<file path="config.mk">
export PLATFORM = sky130hd
export DESIGN_NAME = div_unit_flat
export DESIGN_NICKNAME = d
export VERILOG_FILES = /design/src/rtl/div_unit_pkg.sv /design/src/rtl/div_unit_if.sv /design/src/rtl/div_unit_step.sv /design/src/rtl/div_unit.sv /design/src/flat_wrapper.sv
export SDC_FILE = /design/constraint.sdc
export NUM_CORES = 1
export LEC_CHECK = 0
export BUFFER_PORTS_ARGS = -buffer_cell sky130_fd_sc_hd__clkbuf_2
export CAP_MARGIN = 0
export CORE_MARGIN = 10
export CORE_UTILIZATION = 62
export CTS_BUF_LIST = sky130_fd_sc_hd__clkbuf_16
export DETAILED_ROUTE_END_ITERATION = 12
export GPL_TIMING_DRIVEN = 0
export PLACE_DENSITY = 0.84
export SLEW_MARGIN = 10
export SYNTH_ARGS = -nofsm -noshare
export SYNTH_HDL_FRONTEND = slang
export SYNTH_HIERARCHICAL = 1
export SYNTH_SLANG_ARGS = --single-unit
export TNS_END_PERCENT = 5
</file>
<file path="constraint.sdc">
create_clock -name clk -period 3.54 [get_ports clk]
set_input_delay 0.354 -clock clk [delete_from_list [all_inputs] [get_ports clk]]
set_output_delay 0.354 -clock clk [all_outputs]
set_load 0.01 [all_outputs]
</file>
<file path="src/rtl/div_unit_pkg.sv">
// Shared definitions for the iterative RV32M divider: operation encodings,
// FSM state type and the operand magnitude helper.
package div_unit_pkg;

  typedef enum logic [1:0] {
    DIV_DIV  = 2'b00,
    DIV_DIVU = 2'b01,
    DIV_REM  = 2'b10,
    DIV_REMU = 2'b11
  } div_op_e;

  typedef enum logic [1:0] {
    DIV_IDLE,
    DIV_DIVIDE,
    DIV_FINISH
  } div_state_e;

  // 0x80000000 maps to itself, which is exactly its unsigned magnitude.
  function automatic logic [31:0] magnitude(input logic [31:0] v, input logic is_signed);
    return (is_signed && v[31]) ? (~v + 32'd1) : v;
  endfunction

endpackage

</file>
<file path="src/rtl/div_unit_if.sv">
// Issue/result handshake between execute (master) and the divider (slave).
interface div_unit_if;
  logic        start;
  logic        kill;
  logic [1:0]  function_select;
  logic [31:0] input_a;
  logic [31:0] input_b;
  logic        busy;
  logic        done;
  logic [31:0] result;

  modport master (
    output start, kill, function_select, input_a, input_b,
    input  busy, done, result
  );

  modport slave (
    input  start, kill, function_select, input_a, input_b,
    output busy, done, result
  );
endinterface

</file>
<file path="src/rtl/div_unit_step.sv">
// One radix-2 restoring step: shift a dividend bit into the partial
// remainder, trial-subtract the divisor, keep the difference if non-negative.
module div_unit_step (
  input  logic [32:0] rem,
  input  logic        dividend_bit,
  input  logic [31:0] divisor,
  output logic [32:0] next_rem,
  output logic        q_bit
);
  logic [33:0] shifted;
  logic [33:0] diff;

  assign shifted  = {rem, dividend_bit};
  assign diff     = shifted - {2'b00, divisor};
  assign q_bit    = ~diff[33];
  assign next_rem = q_bit ? diff[32:0] : shifted[32:0];
endmodule

</file>
<file path="src/rtl/div_unit.sv">
// Iterative RV32M divider (DIV/DIVU/REM/REMU): magnitude restoring division,
// UNROLL quotient bits per cycle, sign fix-up in a final FINISH cycle.
module div_unit
  import div_unit_pkg::*;
#(
  parameter int UNROLL = 1
) (
  input logic       clk,
  input logic       reset,
  div_unit_if.slave bus
);
  localparam logic [5:0] LAST_COUNT = 6'(32 - UNROLL);

  div_state_e  state_q, state_d;
  logic [5:0]  counter_q;
  logic [32:0] rem_q;
  logic [31:0] quo_q;
  logic [31:0] divisor_q;
  logic [31:0] result_q;
  logic [31:0] fix_val;
  logic        is_rem_q, neg_quo_q, neg_rem_q, special_q;
  logic        done_w, op_signed, div_by_zero, overflow, accept;

  logic [32:0]       rem_chain [UNROLL+1];
  logic [UNROLL-1:0] q_bits;

  assign op_signed   = ~bus.function_select[0];
  assign div_by_zero = (bus.input_b == 32'd0);
  assign overflow    = op_signed && (bus.input_a == 32'h8000_0000) && (bus.input_b == 32'hFFFF_FFFF);
  assign accept      = (state_q == DIV_IDLE) && bus.start && !bus.kill;

  // NOTE: state registers use non-blocking assignments so every flop samples pre-edge values.
  always_ff @(posedge clk) begin
    if (reset) state_q <= DIV_IDLE;
    else       state_q <= state_d;
  end

  // NOTE: every output of this block gets a default first, otherwise a latch is inferred.
  always_comb begin
    state_d = state_q;
    done_w  = 1'b0;
    case (state_q)
      DIV_IDLE:   if (bus.start) state_d = (div_by_zero || overflow) ? DIV_FINISH : DIV_DIVIDE;
      DIV_DIVIDE: if (counter_q == LAST_COUNT) state_d = DIV_FINISH;
      DIV_FINISH: begin
        done_w  = 1'b1;
        state_d = DIV_IDLE;
      end
      default:    state_d = DIV_IDLE;
    endcase
    // A flush overrides everything, including the done pulse of FINISH.
    if (bus.kill) begin
      state_d = DIV_IDLE;
      done_w  = 1'b0;
    end
  end

  assign rem_chain[0] = rem_q;

  for (genvar i = 0; i < UNROLL; i++) begin : g_step
    div_unit_step u_step (
      .rem          (rem_chain[i]),
      .dividend_bit (quo_q[31-i]),
      .divisor      (divisor_q),
      .next_rem     (rem_chain[i+1]),
      .q_bit        (q_bits[UNROLL-1-i])
    );
  end

  // quo_q starts as |a| and fills with quotient bits as the dividend shifts out.
  always_ff @(posedge clk) begin
    if (reset) begin
      counter_q <= '0;
      rem_q     <= '0;
      quo_q     <= '0;
      divisor_q <= '0;
      result_q  <= '0;
      is_rem_q  <= 1'b0;
      neg_quo_q <= 1'b0;
      neg_rem_q <= 1'b0;
      special_q <= 1'b0;
    end else begin
      if (accept) begin
        divisor_q <= magnitude(bus.input_b, op_signed);
        is_rem_q  <= bus.function_select[1];
        neg_quo_q <= op_signed && (bus.input_a[31] ^ bus.input_b[31]);
        neg_rem_q <= op_signed && bus.input_a[31];
        special_q <= div_by_zero || overflow;
        counter_q <= '0;
        if (div_by_zero) begin
          quo_q <= 32'hFFFF_FFFF;
          rem_q <= {1'b0, bus.input_a};
        end else if (overflow) begin
          quo_q <= 32'h8000_0000;
          rem_q <= '0;
        end else begin
          quo_q <= magnitude(bus.input_a, op_signed);
          rem_q <= '0;
        end
      end else if (state_q == DIV_DIVIDE) begin
        rem_q     <= rem_chain[UNROLL];
        quo_q     <= {quo_q[31-UNROLL:0], q_bits};
        counter_q <= counter_q + 6'(UNROLL);
      end
      if (done_w) result_q <= fix_val;
    end
  end

  // Preset special-case results bypass the sign fix-up.
  always_comb begin
    fix_val = is_rem_q ? rem_q[31:0] : quo_q;
    if (!special_q) begin
      if (is_rem_q && neg_rem_q)       fix_val = -rem_q[31:0];
      else if (!is_rem_q && neg_quo_q) fix_val = -quo_q;
    end
  end

  assign bus.busy   = (state_q != DIV_IDLE);
  assign bus.done   = done_w;
  assign bus.result = done_w ? fix_val : result_q;
endmodule
</file>
<file path="src/flat_wrapper.sv">
// flat-port wrapper written by rule: the top's interface ports become plain ports
module div_unit_flat import div_unit_pkg::*;
#(
  parameter int UNROLL = 1
)
  (clk, reset, bus_start, bus_kill, bus_function_select, bus_input_a, bus_input_b, bus_busy, bus_done, bus_result);
  div_unit_if bus_i ();
  input logic clk;
  input logic reset;
  input wire logic [$bits(bus_i.start)-1:0] bus_start;
  input wire logic [$bits(bus_i.kill)-1:0] bus_kill;
  input wire logic [$bits(bus_i.function_select)-1:0] bus_function_select;
  input wire logic [$bits(bus_i.input_a)-1:0] bus_input_a;
  input wire logic [$bits(bus_i.input_b)-1:0] bus_input_b;
  output wire logic [$bits(bus_i.busy)-1:0] bus_busy;
  output wire logic [$bits(bus_i.done)-1:0] bus_done;
  output wire logic [$bits(bus_i.result)-1:0] bus_result;
  assign bus_i.start = bus_start;
  assign bus_i.kill = bus_kill;
  assign bus_i.function_select = bus_function_select;
  assign bus_i.input_a = bus_input_a;
  assign bus_i.input_b = bus_input_b;
  assign bus_busy = bus_i.busy;
  assign bus_done = bus_i.done;
  assign bus_result = bus_i.result;
  div_unit #(.UNROLL(UNROLL)) u_core (.clk(clk), .reset(reset), .bus(bus_i));
endmodule
</file>
# After elaboration in Yosys (flattened, before gate mapping)

Cells that the tools add are included.

Reductions and logical operators: 19
$add $sub $neg: 6
Equal/unequal tests: 7
Mux-type cells: 21
Bitwise gates (word level): 5

Operator list:

| operator                                               | number |
|---|---|
| 2-to-1 mux 32 bit                                      | 12 |
| 2-to-1 mux 33 bit                                      | 3 |
| adder 32 x 1 -> 32 bit (second input constant)         | 2 |
| == test 32 bit (second input constant)                 | 2 |
| negation 32 bit                                        | 2 |
| inverter 32 bit                                        | 2 |
| subtractor 34 x 32 -> 34 bit                           | 1 |
| logical NOT 32 bit                                     | 1 |
| logical AND 1 bit                                      | 9 |
| adder 6 x 1 -> 6 bit (second input constant)           | 1 |
| == test 6 x 5 -> 1 bit (second input constant)         | 1 |
| 2-to-1 mux 2 bit                                       | 3 |
| one-hot mux 2 bit (2 select lines)                     | 1 |
| nonzero test 2 bit                                     | 2 |
| OR reduction 2 bit                                     | 2 |
| == test 2 x 1 -> 1 bit (second input constant)         | 1 |
| == test 2 bit (second input constant)                  | 1 |
| logical NOT 1 bit                                      | 2 |
| logical NOT 2 bit                                      | 1 |
| 2-to-1 mux 1 bit                                       | 2 |
| inequality test 2 x 1 -> 1 bit (second input constant) | 1 |
| inequality test 2 bit (second input constant)          | 1 |
| inverter 1 bit                                         | 2 |
| AND reduction 2 bit                                    | 1 |
| other kinds (2)                                        | 2 |

Output and inout bits: 34
Logic and storage cells: 68
Input bits: 70
Flip-flop bits (word level): 141

# Depth between registers and ports, before layout

Gate-level depths: netlist (run 1).

Word-level depth: 7
Gate-level depth with buffers: 18
Gate-level depth less buffers: 15

# Modules after synthesis

Netlist (run 1), hierarchy kept.

Modules (own cells, without submodules):

| module        | area an instance (um2) | seq. area each (um2) | cells an instance | instances |
|---|---|---|---|---|
| div_unit      | 9,704.3                | 2,822.7              | 1,310             | 1 |
| div_unit_step | 2,263.4                | 0.0                  | 308               | 1 |

# Worst setup path after synthesis (run 1)

No wires, ideal clock.

Path kind: reg2out
From: register u_core.rem_q[0]
To: output bus_result[24]
Path slack: 0.462 ns
Cell stages (with the launch flop): 10
Buffers on the path: 1
Arrival time: 2.724 ns
Required time: 3.186 ns
Path through: dfxtp_1 > inv_1 > ha_1 > or4b_2 > or4_1 > buf_2 > o31ai_1 > xor2_1 > and2_1 > o31ai_1

Word-level cells in the longest chain between the ends: 4

Ends and longest elaborated chain:

| element                | line               | source |
|---|---|---|
| from (decl)            | div_unit.sv:16     | `logic [32:0] rem_q;` |
| from (signal assigned) | div_unit.sv:92     | `rem_q <= {1'b0, bus.input_a};` |
| from (signal assigned) | div_unit.sv:101    | `rem_q <= rem_chain[UNROLL];` |
| negation 32 bit        | div_unit.sv:113    | `if (is_rem_q && neg_rem_q) fix_val = -rem_q[31:0];` |
| 2-to-1 mux 32 bit      | div_unit.sv:113    |  |
| 2-to-1 mux 32 bit      | div_unit.sv:112    | `if (!special_q) begin` |
| 2-to-1 mux 32 bit      | div_unit.sv:120    | `assign bus.result = done_w ? fix_val : result_q;` |
| to (decl)              | flat_wrapper.sv:17 | `output wire logic [$bits(bus_i.result)-1:0] bus_result;` |

Every way passes these cells.

# Final worst setup path (run 1)

From: register u_core.quo_q[5]
To: output bus_result[14]

Word-level cells in the longest chain between the ends: 5

Ends and longest elaborated chain:

| element                | line            | source |
|---|---|---|
| from (decl)            | div_unit.sv:17  | `logic [31:0] quo_q;` |
| from (signal assigned) | div_unit.sv:97  | `quo_q <= magnitude(bus.input_a, op_signed);` |
| from (signal assigned) | div_unit.sv:102 | `quo_q <= {quo_q[31-UNROLL:0], q_bits};` |
| negation 32 bit        | div_unit.sv:114 | `else if (!is_rem_q && neg_quo_q) fix_val = -quo_q;` |
| 2-to-1 mux 32 bit      | div_unit.sv:114 |  |
| 2-to-1 mux 32 bit      | div_unit.sv:113 |  |
| 2-to-1 mux 32 bit      | div_unit.sv:112 |  |
| 2-to-1 mux 32 bit      | div_unit.sv:120 |  |

Every way passes these cells.

==> impl_metrics.tcl, run 1 <==
set metrics [dict create \
    antenna_left 0 \
    layout_setup_ws_ns 0.0195 \
    switchingPower_mw 2.37 \
    nNetsFinal 1850 \
    power_density_nw_per_um2 440 \
    cp-start-kind "flop" \
    max-cap-violations 0 \
    power_mw 6.03 \
    synth_edf_count 0 \
    power_leakage_nw 5.27 \
    num_rows 50 \
    finalMaxSlewViolations 0 \
    slew_headroom_pct 23.4 \
    root_buffer "clkbuf_16" \
    path_class "reg2out" \
    fmax_ghz 0.284 \
    drc_errors 0 \
    cts_sinks 141 \
    pwr-share-comb_pct 39.9 \
    async_flop_share_pct 0 \
    avgRoutedWirePerCell_um 23.2 \
    grt-ovfl-total 0 \
    clkSlewWorstSetupHoldPaths_ns 0.07 \
    clkPwrFrac_pct 29.9 \
    via_count 13400 \
    cts_inserted_buffers 17 \
    die_y_um 159 \
    finalSetupViolCount 0 \
    tightest_slew_ns 1.15 \
    io_buffers 101 \
    fin_crit_sh_pct 99.4 \
    dieArea_um2 25300 \
    hold_ws_ns 0.162 \
    seq_power_share_pct 30.2 \
    grt_max_degree 17 \
    worstPathArrival_ns 3.17 \
    clock-skew-final_ns 0.0122 \
    die_x_um 159 \
    place_ws_ns -0.109 \
    grt_antenna_before_repair 2 \
    ys_seq_area_share_pct 23.6 \
    reg2reg_slack_ns 0.10 \
    wl_mm 46.8 \
    crit_path_max_fanout 10 \
    cts_buffer_depth 2 \
    critPathRequiredTime_ns 3.19 \
    r2r-start "u_core/rem_q[0]" \
    syn_to_final_growth_pct 14.5 \
    fillers 1522 \
    grt_pass1_wl_mm 71.4 \
    start_util_pct 63.6 \
    htree_levels 4 \
    hold_viol_final 0 \
    synth.net_count 1727 \
    drt-initial-drc-count 1529 \
    fin_util_pct 72.7 \
    first_pass_iters 6 \
    synth_cells 1618 \
    first_global_vias 12900 \
    rsz0062_at_grt "true" \
    endpoint_kind "primary output" \
    swShare_pct 39.2 \
    ys_types 89 \
    finalNonFillerCells 2016 \
    coreArea_um2 18800 \
    hold_class "in2reg" \
    dp.cells 1980 \
    num_io_pins 104 \
    grtUsageTotal_pct 35.0 \
    p_int_mw 3.67 \
    cts_tree "yes" \
    outcome "finished clean" \
    insertion_delay_ns 0.44 \
    drive_above_1_share_pct 14.3 \
    synth_seq_cells 141 \
    synth_ff_type "dfxtp_1" \
    finalCriticalPeriod_ns 3.52 \
    dp_hpwl_mm 35.9 \
    cp-startpoint "u_core/quo_q[5]" \
    syn_area_per_cell_um2 7.40 \
    via_per_inst 6.67 \
    synth_warnings 6 \
    min_from "bus_function_select[1]" \
    syn-cell-area_um2 12000 \
    gp_congestion 1.04 \
    peakVddDrop_uv 331 \
]
==> power by group through the flow <==
stage	Combinational, mW	Sequential [mW]	Clock [mW]
after global routing	2.57	1.83	1.87
after CTS	2.26	1.81	1.80
after detailed placement	2.20	1.84	0
final	2.41	1.82	1.80
after global placement	2.16	1.84	0
after floorplan	1.67	1.79	0
==> cell type report <==
cell class | count | area, um^2 | area share, %
Multi-Input combinational cell | 1285 | 8550 | 62.4
Sequential cell | 141 | 2840 | 20.7
Buffer | 125 | 612 | 4.47
Timing Repair Buffer | 106 | 543 | 3.96
Clock buffer | 17 | 425 | 3.11
Tap cell | 260 | 325 | 2.37
Inverter | 65 | 244 | 1.78
Clock inverter | 15 | 150 | 1.10
Antenna cell | 2 | 5.00 | 0.0365
==> worst paths after layout <==
check,end,cells past startpoint
max,bus_result[14],9
min,u_core/is_rem_q,3
max reg2reg,u_core/rem_q[31],17
min reg2reg,u_core/result_q[20],2
==> synthesized netlist by cell type, types with 22 or more instances <==
library cell,n,area share (%)
a211oi_1,22,1.4
xnor2_1,76,5.6
xor2_1,53,3.9
a21oi_1,135,5.6
inv_1,65,2.0
nor2_1,129,4.0
nand2_1,129,4.0
a31oi_1,41,2.1
nand3_1,47,2.0
nand4_1,25,1.3
mux2_1,24,2.3
ha_1,38,4.0
mux2i_1,37,3.1
and3_1,25,1.3
o21ai_0,96,4.0
nor3_1,101,4.2
nor4_1,27,1.4
clkbuf_1,96,3.0
dfxtp_1,141,24
==> per-stage QoR <==
stage	setup TNS, ns	area, um^2
floorplan	0	12000
global placement	-6.93	12800
detailed placement	-0.270	12800
CTS	-0.191	13500
global route	-0.455	13700
finish	0	13700
==> state kept, by name (all words and copies together), names as in the netlist <==
register          flops
u_core/state_q        2
u_core/divisor_q     32
u_core/counter_q      6
u_core/result_q      32
u_core/special_q      1
u_core/neg_quo_q      1
u_core/is_rem_q       1
u_core/quo_q         32
u_core/rem_q         33
u_core/neg_rem_q      1
==> cells by family (layout without fill, tap and decap cells) <==
group / after synthesis / after routing / synth area share [%]
DFF: 141 / 141 / 23.6
muxes: 65 / 65 / 5.76
adders and majority gates: 39 / 39 / 4.14
AOI/OAI and AO/OA: 454 / 454 / 24.9
and+or+nand+nor: 598 / 598 / 25.3
buffers and inverters: 192 / 328 / 6.89
other: 0 / 2 / 0
xor gates and xnor gates: 129 / 129 / 9.44
==> metal layers <==
metal / share of wire (%) / GRT usage, % / up-vias
li1: - / - / 6184
met1: 37 / 40.6 / 6158
met2: 46 / 57.5 / 883
met3: 11 / 8.29 / 214
met4: 6.5 / 20.9 / 0
met5: 0 / 0 / -
==> placed cells by master, fill, tap and decap left out, drive strengths merged, types with 13 or more instances in the layout <==
master  count
a211oi     23
a21o       17
a21oi     140
a221oi     14
a31oi      41
and2       15
and3       26
buf        36
clkbuf    211
dfxtp     141
ha         38
inv        73
mux2       28
mux2i      37
nand2     129
nand2b     16
nand3      47
nand4      25
nor2      130
nor3      102
nor4       29
o21ai      98
o31ai      21
o41ai      13
or3        16
or4        21
xnor2      76
xor2       53
==> repair_timing <==
action                     4_1_cts  5_1_grt
resized for setup               37       44
setup buffers                    0        4
gates cloned                     0        0
setup endpoints to repair       31       53
pin swaps                        1        6
hold buffers                     0        0
==> critical path, stage by stage (launching register included) <==
cell	delay, ns
dfxtp_1	0.30
clkbuf_1	0.23
or4_1	0.57
clkbuf_1	0.24
or3_4	0.48
o41ai_2	0.24
xnor2_1	0.17
nor2_1	0.08
nor3_1	0.24
clkbuf_2	0.19
Power figures use the tool's default switching activity.
==> run 2, diff against run 1 <==
--- a/config.mk
+++ b/config.mk
@@ -8,11 +8,11 @@
 export BUFFER_PORTS_ARGS = -buffer_cell sky130_fd_sc_hd__clkbuf_2
 export CAP_MARGIN = 0
 export CORE_MARGIN = 10
-export CORE_UTILIZATION = 62
+export CORE_UTILIZATION = 47
 export CTS_BUF_LIST = sky130_fd_sc_hd__clkbuf_16
 export DETAILED_ROUTE_END_ITERATION = 12
 export GPL_TIMING_DRIVEN = 0
-export PLACE_DENSITY = 0.84
+export PLACE_DENSITY = 0.67
 export SLEW_MARGIN = 10
 export SYNTH_ARGS = -nofsm -noshare
 export SYNTH_HDL_FRONTEND = slang
==> run 2 against run 1 <==
Compared with the run above: the run now ends with negative setup slack left; sequential cell count did not move; maximum frequency is 0.98% lower; clock-buffer cell count stayed put; first-iteration DRC count fell by 18%; sequential share of layout area down 0.18 points; hold slack gained 0.042 ns; via count is 2.8% lower; cell count increased by 3.4%; combinational power about the same; core utilization decreased by 18 points; clock power is essentially flat; critical path type unchanged; critical endpoint is now bus_result[22]; largest power group unchanged.
==> impl_metrics.tcl, run 2 (same netlist as run 1, synthesis figures left out) <==
set metrics [dict create \
    cts_tree "yes" \
    grt_antenna_before_repair 3 \
    cts_sinks 141 \
    swShare_pct 37.7 \
    avgRoutedWirePerCell_um 23.7 \
    holdPathStages 3 \
    cts_buffer_depth 2 \
    fin_crit_sh_pct 100 \
    largest_register "u_core/rem_q" \
    nNetsFinal 1848 \
    via_per_inst 6.27 \
    largest_reg_flops 33 \
    seq_power_share_pct 30.3 \
    p_int_mw 3.77 \
    grt-ovfl-total 0 \
    place_ws_ns -0.144 \
    start_util_pct 47.7 \
    endpoint_kind "primary output" \
    critPathRequiredTime_ns 3.19 \
    power_leakage_nw 5.29 \
    pwr-share-comb_pct 39.5 \
    tightest_slew_ns 1.13 \
    outcome "finished, violations left" \
    r2r-start "u_core/state_q[1]" \
    finalCriticalPeriod_ns 3.56 \
    grt_max_degree 17 \
    drc_errors 0 \
    root_buffer "clkbuf_16" \
    syn_to_final_growth_pct 15.5 \
    fin_tns_setup_ns -0.0154 \
    antenna_left 0 \
    cts_inserted_buffers 17 \
    switchingPower_mw 2.28 \
    path_class "reg2out" \
    power_density_nw_per_um2 437 \
    final_cell_mix "a21oi_1, dfxtp_1, nand2_1, nor2_1, clkbuf_2" \
    dieArea_um2 32200 \
    htree_levels 4 \
    wl_mm 49.3 \
    io_buffers 101 \
    via_count 13100 \
    clkSlewWorstSetupHoldPaths_ns 0.06 \
    num_rows 58 \
    hold_class "in2reg" \
    drt-initial-drc-count 1260 \
    first_global_vias 12800 \
    grt_pass1_wl_mm 75.4 \
    coreArea_um2 25100 \
    cp-startpoint "u_core/rem_q[1]" \
    dp.cells 2050 \
    finalSetupViolCount 1 \
    violations "negative setup slack" \
    slew_headroom_pct 24.5 \
    die_x_um 180 \
    gp_congestion 1.05 \
    die_y_um 180 \
    insertion_delay_ns 0.43 \
    clkPwrFrac_pct 30.3 \
    grtUsageTotal_pct 29.2 \
    fmax_ghz 0.281 \
    first_pass_iters 6 \
    crit_path_max_fanout 7 \
    dp_hpwl_mm 39.0 \
    rsz0062_at_grt "true" \
    min_from "bus_start" \
    max-cap-violations 0 \
    drive_above_1_share_pct 14.4 \
    layout_setup_ws_ns -0.0154 \
    finalNonFillerCells 2084 \
    num_io_pins 104 \
    finalMaxSlewViolations 0 \
    worstPathArrival_ns 3.20 \
    hold_buffers 0 \
    clock-skew-final_ns 0.0142 \
    peakVddDrop_uv 204 \
    hold_ws_ns 0.204 \
    hold_viol_final 0 \
    cp-start-kind "flop" \
    worstRegToRegCells 6 \
]
-- run 2: metal layers --
| metal | global-route usage (%) | vias up | routed length [um] |
|---|---|---|---|
| met5 | 0 | - | 0 |
| met2 | 49.9 | 619 | 23400 |
| li1 | - | 6191 | - |
| met3 | 4.38 | 135 | 3400 |
| met4 | 13.7 | 0 | 2340 |
| met1 | 35.3 | 6114 | 20100 |
-- run 2: cell type report --
class,count,area [um^2]
diodes,3,7.51
plain buffers,126,628
clock buffers,17,425
clock inverters,14,155
fillers,2538,11300
inverters,65,244
multi-input cells,1285,8590
flip-flops and latches,141,2840
well taps,330,413
repair buffers,103,524
-- run 2: critical path, cell delays in order (launching register included) --
cell      delay, ns
dfxtp_4        0.38
inv_2          0.08
ha_4           0.15
or4b_4         0.48
or4_4          0.50
buf_6          0.16
o41ai_4        0.26
mux2_4         0.33
o211ai_1       0.11
nand2_1        0.16
buf_6          0.15
-- run 2: power by group through the flow --
stage / Combinational [mW] / Clock [mW] / Sequential (mW)
after floorplan: 1.67 / 0 / 1.79
after global placement: 2.22 / 0 / 1.84
after detailed placement: 2.23 / 0 / 1.85
after CTS: 2.29 / 1.84 / 1.81
after global routing: 2.59 / 1.91 / 1.84
final: 2.38 / 1.83 / 1.83
-- run 2: timing repair --
| action | 4_1_cts | 5_1_grt |
|---|---|---|
| pin swaps | 1 | 8 |
| setup buffers | 0 | 1 |
| resized for setup | 48 | 50 |
| setup endpoints to repair | 38 | 39 |
-- run 2: final timing paths --
| path | end | slack, ns |
|---|---|---|
| min | u_core/state_q[1] | 0.20 |
| max reg2reg | u_core/quo_q[12] | 0.16 |
| max | bus_result[22] | -0.02 |
| min reg2reg | u_core/divisor_q[0] | 0.47 |
-- run 2: per-stage QoR --
stage / instance area, um^2 / power [mW] / util, %
floorplan: 12000 / 3.46 / -
global placement: 12900 / 4.07 / 51.3
detailed placement: 12900 / 4.08 / 51.4
CTS: 13600 / 5.95 / 54.3
global route: 13800 / 6.33 / 55.0
finish: 13800 / 6.04 / 55.1
